`config.mk`:
```
export PLATFORM = sky130hd
export DESIGN_NAME = multicycle_controller
export DESIGN_NICKNAME = d
export VERILOG_FILES = /design/src/rtl/multicycle_controller_pkg.sv /design/src/rtl/multicycle_controller_wait_timer.sv /design/src/rtl/multicycle_controller.sv
export SDC_FILE = /design/constraint.sdc
export NUM_CORES = 1
export LEC_CHECK = 0
export ABC_AREA = 1
export ABC_CLOCK_PERIOD_IN_PS = 1800
export CORE_ASPECT_RATIO = 1.1
export CORE_MARGIN = 2
export CORE_UTILIZATION = 46
export DETAILED_ROUTE_END_ITERATION = 8
export PLACE_DENSITY = 0.79
export SETUP_SLACK_MARGIN = 0.02
export SYNTH_ARGS = -nofsm -noshare
export SYNTH_HDL_FRONTEND = slang
export SYNTH_SLANG_ARGS = --single-unit
```
`constraint.sdc`:
```
create_clock -name mc_clk -period 1.8 [get_ports mc_clk]
set_input_delay 0.36 -clock mc_clk [delete_from_list [all_inputs] [get_ports mc_clk]]
set_output_delay 0.36 -clock mc_clk [all_outputs]
set_load 0.01 [all_outputs]
```
`src/rtl/multicycle_controller_pkg.sv`:
```
// Shared definitions for the multicycle controller: opcode constants,
// datapath mux encodings and the 4-bit FSM state encoding.
package multicycle_controller_pkg;

  localparam int OPCODE_WIDTH = 6;

  localparam logic [5:0] OP_RTYPE = 6'b000000;
  localparam logic [5:0] OP_LW    = 6'b100011;
  localparam logic [5:0] OP_SW    = 6'b101011;
  localparam logic [5:0] OP_BEQ   = 6'b000100;
  localparam logic [5:0] OP_ADDI  = 6'b001000;
  localparam logic [5:0] OP_J     = 6'b000010;

  localparam logic [1:0] ALUOP_ADD   = 2'b00;
  localparam logic [1:0] ALUOP_SUB   = 2'b01;
  localparam logic [1:0] ALUOP_FUNCT = 2'b10;

  localparam logic [1:0] SRCB_REG    = 2'b00;
  localparam logic [1:0] SRCB_FOUR   = 2'b01;
  localparam logic [1:0] SRCB_IMM    = 2'b10;
  localparam logic [1:0] SRCB_IMM_SH = 2'b11;

  localparam logic [1:0] PCSRC_ALU    = 2'b00;
  localparam logic [1:0] PCSRC_ALUOUT = 2'b01;
  localparam logic [1:0] PCSRC_JUMP   = 2'b10;

  typedef enum logic [3:0] {
    S_FETCH  = 4'd0,
    S_DECODE = 4'd1,
    S_MEMADR = 4'd2,
    S_MEMRD  = 4'd3,
    S_MEMWB  = 4'd4,
    S_MEMWR  = 4'd5,
    S_EXEC   = 4'd6,
    S_ALUWB  = 4'd7,
    S_BRANCH = 4'd8,
    S_ADDIEX = 4'd9,
    S_ADDIWB = 4'd10,
    S_JUMP   = 4'd11
  } state_t;

  // States that hold a memory access open until ready (watchdog applies)
  function automatic logic is_wait_state(state_t s);
    return (s == S_FETCH) || (s == S_MEMRD) || (s == S_MEMWR);
  endfunction

endpackage

```
`src/rtl/multicycle_controller_wait_timer.sv`:
```
// Wait-cycle counter with timeout compare for memory accesses.
// expired is high on the MAX_WAIT-th consecutive counted cycle, so the
// caller can abort in that same cycle unless ready arrives.
module mc_wait_timer #(
  parameter int MAX_WAIT = 15
) (
  input  logic clk,
  input  logic rst,
  input  logic ce,
  input  logic count,
  input  logic clear,
  output logic expired
);

  localparam int CW = $clog2(MAX_WAIT + 1);

  logic [CW-1:0] cnt;

  // Count waiting cycles; clear has priority and the counter freezes with ce low
  always_ff @(posedge clk or posedge rst) begin
    if (rst) begin
      cnt <= '0;
    end else if (ce) begin
      if (clear) begin
        cnt <= '0;
      end else if (count) begin
        cnt <= cnt + CW'(1);
      end
    end
  end

  assign expired = (cnt == CW'(MAX_WAIT - 1));

endmodule

```
`src/rtl/multicycle_controller.sv`:
```
// Multicycle MIPS control FSM driving a shared-ALU / shared-memory datapath.
// Optional feature macro: MULTICYCLE_JUMP_EN builds the JUMP state and
// decodes j; without it j is reported as illegal.
module multicycle_controller #(
  parameter int OPCODE_WIDTH = multicycle_controller_pkg::OPCODE_WIDTH,
  parameter int MAX_WAIT     = 15
) (
  input  logic                    mc_clk,
  input  logic                    mc_rst,
  input  logic                    mc_i_ce,
  input  logic [OPCODE_WIDTH-1:0] mc_i_opcode,
  input  logic                    mc_i_mem_ready,
  output logic                    mc_o_mem_req,
  output logic                    mc_o_IorD,
  output logic                    mc_o_MemWrite,
  output logic                    mc_o_IRWrite,
  output logic                    mc_o_PCWrite,
  output logic                    mc_o_Branch,
  output logic                    mc_o_RegDst,
  output logic                    mc_o_MemtoReg,
  output logic                    mc_o_RegWrite,
  output logic                    mc_o_ALUSrcA,
  output logic [1:0]              mc_o_ALUSrcB,
  output logic [1:0]              mc_o_ALUOp,
  output logic [1:0]              mc_o_PCSrc,
  output logic                    mc_o_retire,
  output logic                    mc_o_illegal,
  output logic                    mc_o_mem_err
);

  import multicycle_controller_pkg::*;

  state_t state;
  state_t state_next;
  state_t decode_target;
  logic   decode_legal;
  logic   in_wait;
  logic   expired;
  logic   timeout;

  assign in_wait = is_wait_state(state);
  // Ready in the same cycle as expiry wins: it is a normal completion
  assign timeout = in_wait & ~mc_i_mem_ready & expired;

  mc_wait_timer #(
    .MAX_WAIT (MAX_WAIT)
  ) u_wait_timer (
    .clk     (mc_clk),
    .rst     (mc_rst),
    .ce      (mc_i_ce),
    .count   (in_wait & ~mc_i_mem_ready),
    .clear   (mc_i_mem_ready | timeout | (state_next != state)),
    .expired (expired)
  );

  // State register; clock enable low freezes the FSM
  always_ff @(posedge mc_clk or posedge mc_rst) begin
    if (mc_rst) begin
      state <= S_FETCH;
    end else if (mc_i_ce) begin
      state <= state_next;
    end
  end

  // Opcode decode: dispatch target out of DECODE and legality flag
  always_comb begin
    decode_target = S_FETCH;
    decode_legal  = 1'b1;
    case (mc_i_opcode)
      OPCODE_WIDTH'(OP_RTYPE):              decode_target = S_EXEC;
      OPCODE_WIDTH'(OP_LW), OPCODE_WIDTH'(OP_SW): decode_target = S_MEMADR;
      OPCODE_WIDTH'(OP_BEQ):                decode_target = S_BRANCH;
      OPCODE_WIDTH'(OP_ADDI):               decode_target = S_ADDIEX;
`ifdef MULTICYCLE_JUMP_EN
      OPCODE_WIDTH'(OP_J):                  decode_target = S_JUMP;
`endif
      default:                              decode_legal  = 1'b0;
    endcase
  end

  // Next-state logic; wait states leave on ready or abort to FETCH on timeout
  always_comb begin
    state_next = state;
    case (state)
      S_FETCH: begin
        if (mc_i_mem_ready)  state_next = S_DECODE;
        else if (timeout)    state_next = S_FETCH;
      end
      S_DECODE: state_next = decode_target;
      S_MEMADR: state_next = (mc_i_opcode == OPCODE_WIDTH'(OP_LW)) ? S_MEMRD : S_MEMWR;
      S_MEMRD: begin
        if (mc_i_mem_ready)  state_next = S_MEMWB;
        else if (timeout)    state_next = S_FETCH;
      end
      S_MEMWR: begin
        if (mc_i_mem_ready || timeout) state_next = S_FETCH;
      end
      S_EXEC:   state_next = S_ALUWB;
      S_ADDIEX: state_next = S_ADDIWB;
      S_MEMWB, S_ALUWB, S_BRANCH, S_ADDIWB: state_next = S_FETCH;
`ifdef MULTICYCLE_JUMP_EN
      S_JUMP:   state_next = S_FETCH;
`endif
      default:  state_next = S_FETCH;
    endcase
  end

  // Datapath controls per state, then ce gating of strobes and reset blanking
  always_comb begin
    mc_o_mem_req  = 1'b0;
    mc_o_IorD     = 1'b0;
    mc_o_MemWrite = 1'b0;
    mc_o_IRWrite  = 1'b0;
    mc_o_PCWrite  = 1'b0;
    mc_o_Branch   = 1'b0;
    mc_o_RegDst   = 1'b0;
    mc_o_MemtoReg = 1'b0;
    mc_o_RegWrite = 1'b0;
    mc_o_ALUSrcA  = 1'b0;
    mc_o_ALUSrcB  = SRCB_REG;
    mc_o_ALUOp    = ALUOP_ADD;
    mc_o_PCSrc    = PCSRC_ALU;
    mc_o_retire   = 1'b0;
    mc_o_illegal  = 1'b0;
    mc_o_mem_err  = timeout;
    case (state)
      S_FETCH: begin
        mc_o_mem_req = 1'b1;
        mc_o_ALUSrcB = SRCB_FOUR;
        mc_o_IRWrite = mc_i_mem_ready;
        mc_o_PCWrite = mc_i_mem_ready;
      end
      S_DECODE: begin
        mc_o_ALUSrcB = SRCB_IMM_SH;
        mc_o_illegal = ~decode_legal;
      end
      S_MEMADR, S_ADDIEX: begin
        mc_o_ALUSrcA = 1'b1;
        mc_o_ALUSrcB = SRCB_IMM;
      end
      S_MEMRD: begin
        mc_o_mem_req = 1'b1;
        mc_o_IorD    = 1'b1;
      end
      S_MEMWB: begin
        mc_o_RegWrite = 1'b1;
        mc_o_MemtoReg = 1'b1;
        mc_o_retire   = 1'b1;
      end
      S_MEMWR: begin
        mc_o_mem_req  = 1'b1;
        mc_o_IorD     = 1'b1;
        mc_o_MemWrite = ~timeout;
        mc_o_retire   = mc_i_mem_ready;
      end
      S_EXEC: begin
        mc_o_ALUSrcA = 1'b1;
        mc_o_ALUOp   = ALUOP_FUNCT;
      end
      S_ALUWB: begin
        mc_o_RegWrite = 1'b1;
        mc_o_RegDst   = 1'b1;
        mc_o_retire   = 1'b1;
      end
      S_BRANCH: begin
        mc_o_ALUSrcA = 1'b1;
        mc_o_ALUOp   = ALUOP_SUB;
        mc_o_PCSrc   = PCSRC_ALUOUT;
        mc_o_Branch  = 1'b1;
        mc_o_retire  = 1'b1;
      end
      S_ADDIWB: begin
        mc_o_RegWrite = 1'b1;
        mc_o_retire   = 1'b1;
      end
`ifdef MULTICYCLE_JUMP_EN
      S_JUMP: begin
        mc_o_PCSrc   = PCSRC_JUMP;
        mc_o_PCWrite = 1'b1;
        mc_o_retire  = 1'b1;
      end
`endif
      default: ;
    endcase
    if (!mc_i_ce) begin
      mc_o_mem_req  = 1'b0;
      mc_o_MemWrite = 1'b0;
      mc_o_IRWrite  = 1'b0;
      mc_o_PCWrite  = 1'b0;
      mc_o_Branch   = 1'b0;
      mc_o_RegWrite = 1'b0;
      mc_o_retire   = 1'b0;
      mc_o_illegal  = 1'b0;
      mc_o_mem_err  = 1'b0;
    end
    if (mc_rst) begin
      mc_o_mem_req  = 1'b0;
      mc_o_IorD     = 1'b0;
      mc_o_MemWrite = 1'b0;
      mc_o_IRWrite  = 1'b0;
      mc_o_PCWrite  = 1'b0;
      mc_o_Branch   = 1'b0;
      mc_o_RegDst   = 1'b0;
      mc_o_MemtoReg = 1'b0;
      mc_o_RegWrite = 1'b0;
      mc_o_ALUSrcA  = 1'b0;
      mc_o_ALUSrcB  = 2'b00;
      mc_o_ALUOp    = 2'b00;
      mc_o_PCSrc    = 2'b00;
      mc_o_retire   = 1'b0;
      mc_o_illegal  = 1'b0;
      mc_o_mem_err  = 1'b0;
    end
  end

endmodule

```
After elaboration in Yosys (flattened, before gate mapping)
Cells that the tools add are included.
{ "word_totals": {"reg_bits": 8, "output_inout_bits": 19} }
{ "classes": {"add_sub_neg": 1, "eq_ne": 16, "n_mux": 47, "n_bitwise": 7, "n_reduce_logical": 15} }
{ "op_table": {"columns": ["cell", "n"], "rows": [
  ["1-bit two-way mux", 32],
  ["4-bit one-hot mux with 7 select lines", 1],
  ["4-bit two-way mux", 6],
  ["4-bit by 3-bit equality test with 1-bit output (second input constant)", 4],
  ["4-bit equality test (second input constant)", 4],
  ["4-bit one-hot mux with 4 select lines", 1],
  ["6-bit equality test (second input constant)", 2],
  ["4-bit by 2-bit equality test with 1-bit output (second input constant)", 2],
  ["4-bit OR reduction", 2],
  ["6-bit by 3-bit equality test with 1-bit output (second input constant)", 1],
  ["6-bit by 4-bit equality test with 1-bit output (second input constant)", 1],
  ["6-bit zero test", 1],
  ["2-bit two-way mux", 3],
  ["2-bit one-hot mux with 3 select lines", 1],
  ["2-bit OR reduction", 3],
  ["3-bit OR reduction", 2],
  ["5-bit OR reduction", 1],
  ["4-bit by 1-bit adder with 4-bit output (second input constant)", 1],
  ["4-bit by 1-bit equality test with 1-bit output (second input constant)", 1],
  ["4-bit zero test", 1],
  ["4-bit inequality test", 1],
  ["2-bit one-hot mux with 2 select lines", 1],
  ["1-bit logical OR", 3],
  ["3-bit two-way mux", 1],
  ["other kinds (6)", 10]
]} }

Longest topological paths before layout
Gate-level depths: netlist of the first run.
{ "depth": {"depth_word": 12, "depth_mapped": 13, "depth_no_buf": 13} }

Modules after synthesis
From an unflattened synthesis of the first run, not the netlist that was laid out.
{ "hier_totals": {"cells_unflattened": 170, "hier_area_um2": 972.2} }
{ "modules_own_cells": {"columns": ["mod", "n_inst", "cells_each", "area_per_inst_um2"], "rows": [
  ["multicycle_controller", 1, 141, 733.2],
  ["mc_wait_timer", 1, 29, 239.0]
]} }

Worst setup path before layout of the first run
Ideal clock, no wire load.
{ "synth_timing": {"path_kind": "reg2out", "from": "register state[2]", "to": "output mc_o_illegal", "arrival_ns": 1.225, "t_required_ns": 1.440, "slack_ns": 0.215, "path_stages_with_launch": 6, "path_buffers": 0, "path_cell_list": "dfrtp_1 > nor2_2 > nand2_1 > inv_1 > nand2_1 > a311oi_1"} }
{ "synth_between": {"elab_chain_cells": 4} }
{ "synth_lines": {"columns": ["element", "line", "text"], "rows": [
  ["start: declaration", "multicycle_controller.sv:33", "state_t state;"],
  ["start signal: assignment", "multicycle_controller.sv:61", "state <= state_next;"],
  ["4-bit by 1-bit equality test with 1-bit output", "multicycle_controller.sv:126", "case (state)"],
  ["1-bit two-way mux", "multicycle_controller.sv:126", null],
  ["1-bit two-way mux", "multicycle_controller.sv:185", "if (!mc_i_ce) begin"],
  ["1-bit two-way mux", "multicycle_controller.sv:196", "if (mc_rst) begin"],
  ["end: declaration", "multicycle_controller.sv:27", "output logic mc_o_illegal,"]
]} }
Every way passes these cells.

Worst setup path after layout of the first run
{ "layout_timing": {"from": "register state[2]", "to": "output mc_o_retire"} }
{ "layout_between": {"elab_chain_cells": 5} }
{ "layout_lines": {"columns": ["element", "line", "text"], "rows": [
  ["4-bit equality test / 4-bit by 3-bit equality test with 1-bit output (equally long branches)", "multicycle_controller.sv:126", null],
  ["4-bit OR reduction (no source line)", null, null],
  ["1-bit one-hot mux with 2 select lines (*)", "multicycle_controller.sv:126", null],
  ["1-bit two-way mux (*)", "multicycle_controller.sv:185", null],
  ["1-bit two-way mux (*)", "multicycle_controller.sv:196", null],
  ["end: declaration", "multicycle_controller.sv:26", "output logic mc_o_retire,"]
]} }
Mark *: on every way between the ends. The rest lies on a longest branch, timed or not.

==> metrics.txt, run 1 <==
status finished with violations; failing checks negative setup slack; Critical Path Sink Type output pin; Leak 0.971 nW; HPWL after detailed placement 2490 µm; Synth area leader dfrtp_1; maximum root-to-sink buffer count 2; Hold Path Class input port to asynchronous set/reset pin; n_diodes 0; number of buffers created by CTS 3; Row Count 17; startpoint class of the critical path register; routed wire length 4830 µm; Via Count 1513; Skew-Pair Late Insertion Delay 0.27 ns; wire length per cell 18.2 µm; RSZ-0062 raised after global routing yes; Gate Count Post-Synth 156; GP Congestion 0.907; Avg Cell Area, Syn 5.94 µm²; Post-Synthesis Cell Area 926 µm²; CP Max Fanout 5; initial antenna violation count 0; CTS tree yes; VDD IR max 0.623 mV; clk sinks 8; IO Pins 29; first-pass GRT wire length 5840 µm; Setup-failing EPs final 18; crit-path cells inv_2 > nor2_4 > inv_2 > nor2_4 > inv_2 > o211ai_1 > a21oi_1 > a21oi_1 > buf_2; cell mode on critical path inv_2; period utilization 1.16; CTS Root Cell clkbuf_4; Bufs and invs on worst path 4; Slew Limit Fails 0; 1st-iter DRT viols 87; Final ANT Viol Nets 0; max frequency 0.480 GHz; Core ar. 1960 µm²; IO Port Bufs 27; Crit path max-delay family flip-flops; synthesized net count 168; die area 2390 µm²; WP data required 1.44 ns; WS Path Type register to output pin; Period minus WS final 2.08 ns; yosys warns 0; post-synthesis cell type count 30; FF-to-FF Start state[2]; pwr dens 506 nW/µm²; clk slew on worst S/H paths 0.06 ns; CP max stage cell dfrtp_2; clock skew 0.0115 ns; crit-path max cell delay 0.46 ns; H-tree levels 1; #FFs+latches synth 8; share of layout cells above drive strength 1 0.599; synth top area cells dfrtp_1, nand2_1, inv_1, nor2_1, nand4_1; # DRC 0; Synth Flop Type dfrtp_1; Synth async-reset ratio 1.00; Worst Setup SP state[2]; Die Ht 51.1 µm; area share of the leading cell type in the synthesized netlist 0.216; Global Route Usage Sum 0.345; Initial Utilization 0.473; Area growth syn-to-layout 93.4%; NumNets Final 251; Placement Setup Slack -0.520 ns; largest net degree at the start of global routing 13; fin worst setup slack -0.281 ns; drt via density 5.71; sequential fraction of the synthesis area 0.216; Pre-antenna DRT Iters 4; worst path arrival time 1.72 ns; max cap viols 0; vias in the first global route 1389; final core occ 0.915; grt total ovfl 0; Post-synth EDFFs 0; Fin. Hold Viols 0; Die W 46.8 µm
-- logic make-up after synthesis --
kind of cell,share of synthesized area
simple gates,0.484
fa+ha+maj,0.0270
xor+xnor,0.0189
other cells,0.00405
compound gates,0.107
buf+inv,0.143
flops,0.216
-- layout by cell type, fill, tap and decap left out, types with 2 or more instances in the layout --
cell type,n
buf_4,50
dfrtp_2,4
nand4_1,9
nor2_4,9
a21oi_1,3
dfrtp_1,4
buf_6,5
xor2_1,2
o21ai_0,6
inv_1,14
nand2_4,4
nor2_2,8
nor3_2,2
nand3_1,4
buf_2,15
nand2_2,8
dlygate4sd2_1,8
inv_2,14
nand3_4,4
nand2_1,26
clkbuf_4,3
clkdlybuf4s15_2,3
nor2_1,13
nand3_2,3
-- worst reg2reg max path, stage by stage (launching register included) --
cell and delay (ns):
dfrtp_2 0.47, inv_2 0.12, nor2_4 0.05, inv_2 0.11, buf_4 0.12, buf_4 0.11
nor2_1 0.05, nor2_1 0.16, nand2_2 0.11, nor2_4 0.14, nand2_2 0.08, nand2_2 0.07
nand2_2 0.06, nor2_4 0.11, nand4_1 0.10, nand2_1 0.10
-- metrics by stage --
stage                     TNS [ns]  power (mW)  std cells  instance area, µm²  hold slack (ns)
after floorplan                  0       0.390        156                 926            0.396
after global placement       -6.90       0.571        249                1520            0.502
after detailed placement     -7.83       0.589        249                1520            0.546
after CTS                   -0.328       0.789        259                1620            0.480
after global routing         -3.67       0.949        265                1790            0.526
final                        -2.60       0.905        265                1790            0.525
-- routing by layer --
layer  GRT usage  share of wire  vias to the layer above
li1            -              -                      657
met1       0.355           0.37                      691
met2       0.614           0.48                      125
met3      0.0318          0.079                       40
met4       0.245          0.072                        0
met5           0              0                        -
-- cells in the mapped netlist, types with 2 or more instances --
master and instances:
ha_1 2, a21oi_1 4, dfrtp_1 8, xor2_1 2, nor2_2 2, nand4_1 9, nand2_1 35, nor3_1 2
inv_1 28, buf_4 2, nand2_2 3, o21ai_0 6, a31oi_1 2, nor2_1 27, nand3_1 7, nand3_2 3
-- sequential cells by signal, indices dropped and copies added (netlist names) --
| signal | count |
|---|---|
| state | 4 |
| u_wait_timer.cnt | 4 |
-- power breakdown --
group | leakage, nW | internal (mW) | switching [mW]
Combinational | 0.854 | 0.243 | 0.294
Clock | 0.0138 | 0.0767 | 0.0667
Sequential | 0.103 | 0.198 | 0.0265
-- layout make-up --
cell class / instances / area (µm²)
clock buffers: 3 / 22.5
fillers: 89 / 166
inverters: 29 / 111
multi-input cells: 115 / 796
flip-flops and latches: 8 / 205
well taps: 28 / 35.0
repair buffers: 82 / 621
-- timing repair --
action                     CTS  global route
hold buffers                 0             0
pin swaps                   12            11
gates resized for setup    110            42
setup endpoints to repair   22            22
setup buffers                7             6
-- final timing paths --
check,end,cells past startpoint,slack (ns)
min in group mc_clk,u_wait_timer.cnt[3],2,0.59
setup / recovery,mc_o_retire,9,-0.28
max in group asynchronous,state[3],4,1.11
setup reg to reg,u_wait_timer.cnt[0],15,-0.22
hold reg to reg,u_wait_timer.cnt[3],2,0.59
hold / removal,u_wait_timer.cnt[1],4,0.53
Note: power is estimated with default switching activity, not from simulation.
==> inputs of run 2 (changes only) <==
--- a/config.mk
+++ b/config.mk
@@ -9,10 +9,11 @@
 export ABC_CLOCK_PERIOD_IN_PS = 1800
 export CORE_ASPECT_RATIO = 1.1
 export CORE_MARGIN = 2
-export CORE_UTILIZATION = 46
+export CORE_UTILIZATION = 47
 export DETAILED_ROUTE_END_ITERATION = 8
-export PLACE_DENSITY = 0.79
+export PLACE_DENSITY = 0.8
 export SETUP_SLACK_MARGIN = 0.02
 export SYNTH_ARGS = -nofsm -noshare
 export SYNTH_HDL_FRONTEND = slang
+export SYNTH_HIERARCHICAL = 1
 export SYNTH_SLANG_ARGS = --single-unit
==> metrics.txt, run 2 <==
status stopped before the end; Failed at global routing; Err [ERROR DPL-0033] detailed placement checks failed during check placement.; initial antenna violation count 0; synth top area cells dfrtp_1, nand2_1, nor2_1, inv_1, nor2_2; Synth async-reset ratio 1.00 (unchanged); Placement Setup Slack -0.578 ns (-0.0577 ns); Synth Area in Compound Gates 0.0940 (-0.0128); IO Port Bufs 27 (unchanged); IO Pins 29 (unchanged); placed cell count 265 (+6.4%); post-synthesis cell type count 29 (-3.3%); yosys warns 6 (+6); Post-CTS Hold Buffers 0 (unchanged); area share of the leading cell type in the synthesized netlist 0.206 (-0.0103); worst-path endpoint after global-route repair_timing u_wait_timer/cnt[3]$_DFFE_PP0P_/D; Die Ht 51.7 µm (+1.3%); synthesized net count 182 (+8.3%); Die W 47.4 µm (+1.3%); clk sinks 8 (unchanged); H-tree levels 1 (unchanged); xor and xnor area share after synthesis 0.00901 (-0.00991); largest family of logic cells by synthesized area simple AND/OR/NAND/NOR gates; number of buffers created by CTS 3 (unchanged); proportion of synthesized area in mux cells 0 (unchanged); Initial Utilization 0.491 (+0.0183); Avg Cell Area, Syn 5.72 µm² (-3.6%); sequential fraction of the synthesis area 0.206 (-0.0103); most common cell in the synthesized netlist nand2_1; Adder-Cell Fraction of Synth Area 0.0257 (-0.00129); Post-synth EDFFs 0 (unchanged); Row Count 17 (unchanged); Post-Synthesis Cell Area 972 µm² (+5.0%); top post-synthesis cells by count nand2_1, nor2_1, inv_1, nand3_1, nor2_2; worst_ep kind sequential cell input; GP Congestion 0.898 (-0.98%); maximum root-to-sink buffer count 2 (unchanged); largest net degree at the start of global routing 12; #FFs+latches synth 8 (unchanged); cell area after placement 1610 µm² (+5.5%); CTS Root Cell clkbuf_4; HPWL after detailed placement 2710 µm (+8.6%); Synth Area in Simple Gates 0.534 (+0.0503); Synth Flop Type dfrtp_1; Synth area leader dfrtp_1; Gate Count Post-Synth 170 (+9.0%)
run 2: changes by cell type after synthesis, moves of 5 or more:
cell	change
inv_2	+6
nand2_1	+7
nand4_1	-7
nor2_2	+7
inv_1	-9
nor2_1	+5
run 2: logic make-up after synthesis:
family | Yosys count
AO/OA/AOI/OAI | 17
XOR/XNOR | 1
adder cells (fa/ha/maj) | 2
flip-flops | 8
AND/OR/NAND/NOR | 111
buffers and inverters | 30
other | 1
run 2: what timing repair did:
item | in CTS
endpoints found under the setup margin | 22
buffers inserted | 10
resized for setup | 109
pin swaps | 26
endpoints found under the hold margin | 0
run 2: per-stage QoR:
step | hold WS, ns | utilization
after floorplan | 0.126 | -
after global placement | 0.567 | 0.812
after detailed placement | 0.612 | 0.812
after CTS | 0.531 | 0.893
==> inputs of run 3 (changes only) <==
--- a/config.mk
+++ b/config.mk
@@ -7,12 +7,10 @@
 export LEC_CHECK = 0
 export ABC_AREA = 1
 export ABC_CLOCK_PERIOD_IN_PS = 1800
-export CORE_ASPECT_RATIO = 1.1
-export CORE_MARGIN = 2
-export CORE_UTILIZATION = 47
+export CORE_AREA = 2 2 63 65
 export DETAILED_ROUTE_END_ITERATION = 8
-export PLACE_DENSITY = 0.8
-export SETUP_SLACK_MARGIN = 0.02
+export DIE_AREA = 0 0 65 67
+export PLACE_DENSITY_LB_ADDON = 0.15
 export SYNTH_ARGS = -nofsm -noshare
 export SYNTH_HDL_FRONTEND = slang
 export SYNTH_HIERARCHICAL = 1
==> metrics.txt, run 3 <==
first-pass GRT wire length 5700 µm; WP data required 1.91 ns; Gate Count Post-Synth 170 (unchanged); worst reg-to-reg setup slack -0.23 ns; FF-to-FF Start state[3]; synthesized net count 182 (unchanged); GR Util met1 0.208; status finished with violations; crit-path max cell delay 0.47 ns; post-synthesis cell type count 29 (unchanged); CTS Root Cell clkbuf_8; final core occ 0.553; worst reg2reg path depth 17; Area growth syn-to-layout 105%; Die Ht 67 µm (+30%); Setup-failing EPs final 10; Leak 1.02 nW; most common cell in the synthesized netlist nand2_1; number of buffers created by CTS 3 (unchanged); Finished Cell Area 1990 µm²; clk slew on worst S/H paths 0.04 ns; Avg Cell Area, Syn 5.72 µm² (unchanged); Worst Setup SP state[3]; fin worst setup slack -0.233 ns; Core ar. 3610 µm²; Crit path max-delay family simple AND/OR/NAND/NOR gates; met2 track utilization from global routing 0.304; Synth async-reset ratio 1.00 (unchanged); Final ANT Viol Nets 0; Synth Flop Type dfrtp_1; wire length per cell 11.4 µm; 1st-iter DRT viols 58; n_diodes 0; CP Max Fanout 8; Fin Setup TNS -1.35 ns; max frequency 0.492 GHz; # DRC 0; #FFs+latches synth 8 (unchanged); cell area after placement 1690 µm² (+5.1%); maximum root-to-sink buffer count 2 (unchanged); max cap viols 0; reg-to-reg endpoint u_wait_timer/cnt[3]; initial antenna violation count 0; largest registers state x4, u_wait_timer/cnt x4; GP Congestion 0.948 (+5.6%); Period minus WS final 2.03 ns; vias in the first global route 1334; NumNets Final 274; HPWL after detailed placement 2530 µm (-6.6%); CTS tree yes; Critical Path Sink Type register; Fin. Hold Viols 0; synth top area cells dfrtp_1, nand2_1, nor2_1, inv_1, nor2_2; clock skew 0.00213 ns; RSZ-0062 raised after global routing yes; busiest grt layer met2; Initial Utilization 0.270 (-0.222); period utilization 1.13; routed wire length 3520 µm; worst path arrival time 2.15 ns; IO Port Bufs 27 (unchanged); cell mode on critical path nand2_1; clk sinks 8 (unchanged); met3 GRT Util 0.0118; Row Count 22 (+5); Post-Synthesis Cell Area 972 µm² (unchanged); drt via density 4.42; share of layout cells above drive strength 1 0.635; CP max stage cell dfrtp_2; WS Path Type register to register; Bufs and invs on worst path 3; area share of the leading cell type in the synthesized netlist 0.206 (unchanged); Die W 65 µm (+37%); yosys warns 6 (unchanged); Synth area leader dfrtp_1; VDD IR max 0.430 mV; Via Count 1362; crit-path cells buf_6 > nand2_2 > buf_4 > nor2_2 > nor2_2 > nand2_1 > inv_2 > nand3_2 > nand2_1 > nand2_1 > nor2_2 > nand2_2 > nor2_4 > nor2_4 > nand3_2 > nand2_1 > nor2_1; largest net degree at the start of global routing 12; pwr dens 493 nW/µm²; total power 0.984 mW; Slew Limit Fails 0; Pre-antenna DRT Iters 4; most common cell after layout, fill and taps aside buf_4; die area 4360 µm²; Hold Path Class input port to asynchronous set/reset pin; most frequent cells in the layout buf_4, nand2_1, nor2_2, buf_2; failing checks negative setup slack; Skew-Pair Late Insertion Delay 0.22 ns; sequential fraction of the synthesis area 0.206 (unchanged); IO Pins 29 (unchanged); Global Route Usage Sum 0.168; grt total ovfl 0; Post-CTS Hold Buffers 0 (unchanged); Post-synth EDFFs 0 (unchanged); top post-synthesis cells by count nand2_1, nor2_1, inv_1, nand3_1, nor2_2; H-tree levels 1 (unchanged); startpoint class of the critical path register
## run 3: cell families after synthesis
kind of cell               synth area share
DFF                                   0.206
buffers and inverters                 0.127
adders and majority gates            0.0257
xor gates and xnor gates            0.00901
other                               0.00386
and+or+nand+nor                       0.534
AOI/OAI and AO/OA                    0.0940
## run 3: power breakdown
| group | leakage (nW) | switching, mW | internal [mW] |
|---|---|---|---|
| logic | 0.896 | 0.273 | 0.278 |
| clock network | 0.0216 | 0.0627 | 0.144 |
| registers | 0.103 | 0.0249 | 0.200 |
| total | 1.02 | 0.361 | 0.623 |
## run 3: worst max-delay path by stage
stage | end | slack (ns) | cells past startpoint
2_1_floorplan | u_wait_timer/cnt[3] | -0.004 | 16
4_1_cts | u_wait_timer/cnt[3] | -0.17 | 17
6_report | u_wait_timer/cnt[3] | -0.23 | 17
5_1_grt | u_wait_timer/cnt[3] | -0.36 | 17
3_5_place_dp | mc_o_mem_err | -0.60 | 6
3_3_place_gp | mc_o_mem_err | -0.58 | 6
## run 3: tightest hold or removal path, delay by kind of cell
family / cells / cell delay, ns
buffers and inverters: 3 / 0.60
## run 3: repair_timing
action / CTS / global route
cloned: 0 / 0
pin swaps: 15 / 29
resized for setup: 107 / 52
setup endpoints to repair: 22 / 22
buffers inserted: 7 / 7
## run 3: per-stage QoR
stage          worst slack (ns)  hold WS, ns  instances
2_1_floorplan          -0.00392        0.126        170
6_report                 -0.233        0.399        308
5_1_grt                  -0.363        0.425        308
3_3_place_gp             -0.577        0.568        291
3_5_place_dp             -0.598        0.587        291
4_1_cts                  -0.168        0.398        301
## run 3: final cells by class
cell class / count / area [µm²]
Multi-Input combinational cell: 132 / 876
Tap cell: 48 / 60.1
Fill cell: 362 / 1610
Timing Repair Buffer: 91 / 702
Sequential cell: 8 / 205
Clock buffer: 3 / 41.3
Inverter: 26 / 110
## run 3: per-layer routing
metal  up-vias  wire length [µm]
li1        710                 -
met1       615              1550
met2        31              1790
met3         6               125
met4         0                51
met5         -                 0
==> inputs of run 4 (changes only) <==
==> constraint.sdc (replaced) <==
create_clock -name mc_clk -period 1.8 [get_ports mc_clk]
set_input_delay 0.36 -clock mc_clk [delete_from_list [all_inputs] [get_ports mc_clk]]
set_output_delay 0.36 -clock mc_clk [all_outputs]
set_load 0.1 [all_outputs]
==> metrics.txt, run 4 (same netlist as run 3, synthesis figures left out) <==
FF-to-FF Start state[1]; Core ar. 3610 µm² (unchanged); wire length per cell 12.1 µm (+5.8%); vias in the first global route 1260 (-5.5%); clk slew on worst S/H paths 0.04 ns (about the same); met3 GRT Util 0.0152 (+0.00338); Period minus WS final 2.04 ns (+0.00675 ns); grt total ovfl 0 (unchanged); failing checks negative setup slack; drt via density 4.58 (+3.6%); register area 205 µm² (unchanged); maximum root-to-sink buffer count 2 (unchanged); total power 1.18 mW (+20%); met2 track utilization from global routing 0.300 (-0.00387); WP data required 1.91 ns (about the same); WS Path Type register to register; GP Congestion 0.844 (-11%); IO Port Bufs 27 (unchanged); Int Pwr 0.669 mW (+7.5%); layout filler cell count 295 (-19%); first-pass GRT wire length 5600 µm (-1.8%); CTS Root Cell clkbuf_8; Row Count 22 (unchanged); period utilization 1.13 (+0.00375); IO Pins 29 (unchanged); VDD IR max 0.554 mV (+29%); RSZ-0062 raised after global routing yes; clk sinks 8 (unchanged); Slew Limit Fails 0 (unchanged); Switching Power 0.513 mW (+42%); Post-Layout Cell Count 300 (-2.6%); most common cell after layout, fill and taps aside buf_4; final core occ 0.647 (+0.0944); HPWL after detailed placement 2650 µm (+4.8%); Initial Utilization 0.270 (unchanged); max frequency 0.490 GHz (-0.33%); Reg power frac 0.192 (-0.037); Hold Path Class input port to asynchronous set/reset pin; share of layout cells above drive strength 1 0.667 (+0.0321); number of buffers created by CTS 3 (unchanged); Area growth syn-to-layout 140%; pwr dens 506 nW/µm² (+2.7%); Sw Ratio 0.434 (+0.0670); reg-to-reg endpoint u_wait_timer/cnt[3]; Pre-antenna DRT Iters 4 (unchanged); busiest grt layer met2; Comb power frac 0.623 (+0.062); Via Count 1375 (+0.95%); worst reg-to-reg setup slack -0.24 ns (about the same); GR Util met1 0.206 (-0.00162); placed cell count 280 (-3.8%); startpoint class of the critical path register; Clk pwr share 0.185 (-0.025); max cap viols 0 (unchanged); H-tree levels 1 (unchanged); worst path arrival time 2.15 ns (about the same); Skew-Pair Late Insertion Delay 0.22 ns (about the same); Worst Setup SP state[1]; most frequent cells in the layout buf_4, nand2_1, nor2_4, buf_12, nor2_2; CP Max Fanout 8 (unchanged); Die W 65 µm (unchanged); CP max stage cell dfrtp_2; routed wire length 3630 µm (+3.0%); worst reg2reg path depth 15 (-2); Fin. Hold Viols 0 (unchanged); CTS tree yes; largest net degree at the start of global routing 12 (unchanged); fin worst setup slack -0.239 ns (-0.00675 ns); n_diodes 0 (unchanged); 1st-iter DRT viols 25 (-57%); initial antenna violation count 0 (unchanged); clock skew 0.00150 ns (-0.000632 ns); status finished with violations; Leak 1.08 nW (+5.4%); Critical Path Sink Type register; largest registers state x4, u_wait_timer/cnt x4; # DRC 0 (unchanged); critical path endpoint u_wait_timer/cnt[3]; die area 4360 µm² (unchanged); multi-input logic area 998 µm² (+14%); Final ANT Viol Nets 0 (unchanged); crit-path max cell delay 0.47 ns (about the same); crit-path cells buf_6 > nand2_4 > buf_6 > nor2_4 > nand3b_1 > nand3_2 > nand2_1 > nand2_1 > nor2_1 > nand2_2 > nor2_4 > nor2_4 > nand3_2 > nand2_1 > nor2_1; NumNets Final 265 (-3.3%); Die Ht 67 µm (unchanged); Setup-failing EPs final 20 (+10); Global Route Usage Sum 0.161 (-0.00668); Post-CTS Hold Buffers 0 (unchanged)
[run 4: area by class of cell]
cell class / instances / area share
Tap cell: 48 / 0.0257
Timing Repair Buffer: 82 / 0.391
Sequential cell: 8 / 0.0879
Inverter: 26 / 0.0488
Multi-Input combinational cell: 132 / 0.428
Clock buffer: 4 / 0.0193
[run 4: timing repair]
action	CTS	global route
endpoints found under the setup margin	20	22
buffers inserted	9	8
pin swaps	13	17
resized for setup	41	39
[run 4: how the worst min path moves through the flow]
| stage | end | cells after the start |
|---|---|---|
| finish | state[1] | 3 |
| global route | state[2] | 3 |
| detailed placement | u_wait_timer/cnt[3] | 2 |
| floorplan | u_wait_timer/cnt[0] | 1 |
| CTS | state[2] | 3 |
| global placement | u_wait_timer/cnt[3] | 2 |
[run 4: metal layers]
layer,vias to the layer above,wire [µm]
met4,0,50
met2,21,1960
met3,4,79
li1,697,-
met1,653,1540
met5,-,0
[run 4: power by group through the flow]
stage	Combinational, mW	Sequential, mW	Clock (mW)
final	0.737	0.227	0.219
after global routing	0.787	0.228	0.238
after CTS	0.646	0.224	0.227
after detailed placement	0.589	0.226	0
after global placement	0.583	0.225	0
after floorplan	0.354	0.224	0
[run 4: through the flow]
step | hold WS [ns] | setup slack (ns) | setup TNS, ns | area, µm²
floorplan | 0.126 | -0.451 | -1.93 | 1170
global placement | 0.516 | -0.394 | -4.20 | 1930
detailed placement | 0.548 | -0.398 | -4.40 | 1930
CTS | 0.461 | -0.255 | -2.56 | 2140
global route | 0.488 | -0.388 | -4.77 | 2330
finish | 0.466 | -0.239 | -2.96 | 2330
[run 4: critical path: cells and delay by family (launching register included)]
kind	cells	cell delay (ns)
buffers and inverters	2	0.27
DFF	1	0.47
and+or+nand+nor	13	1.20
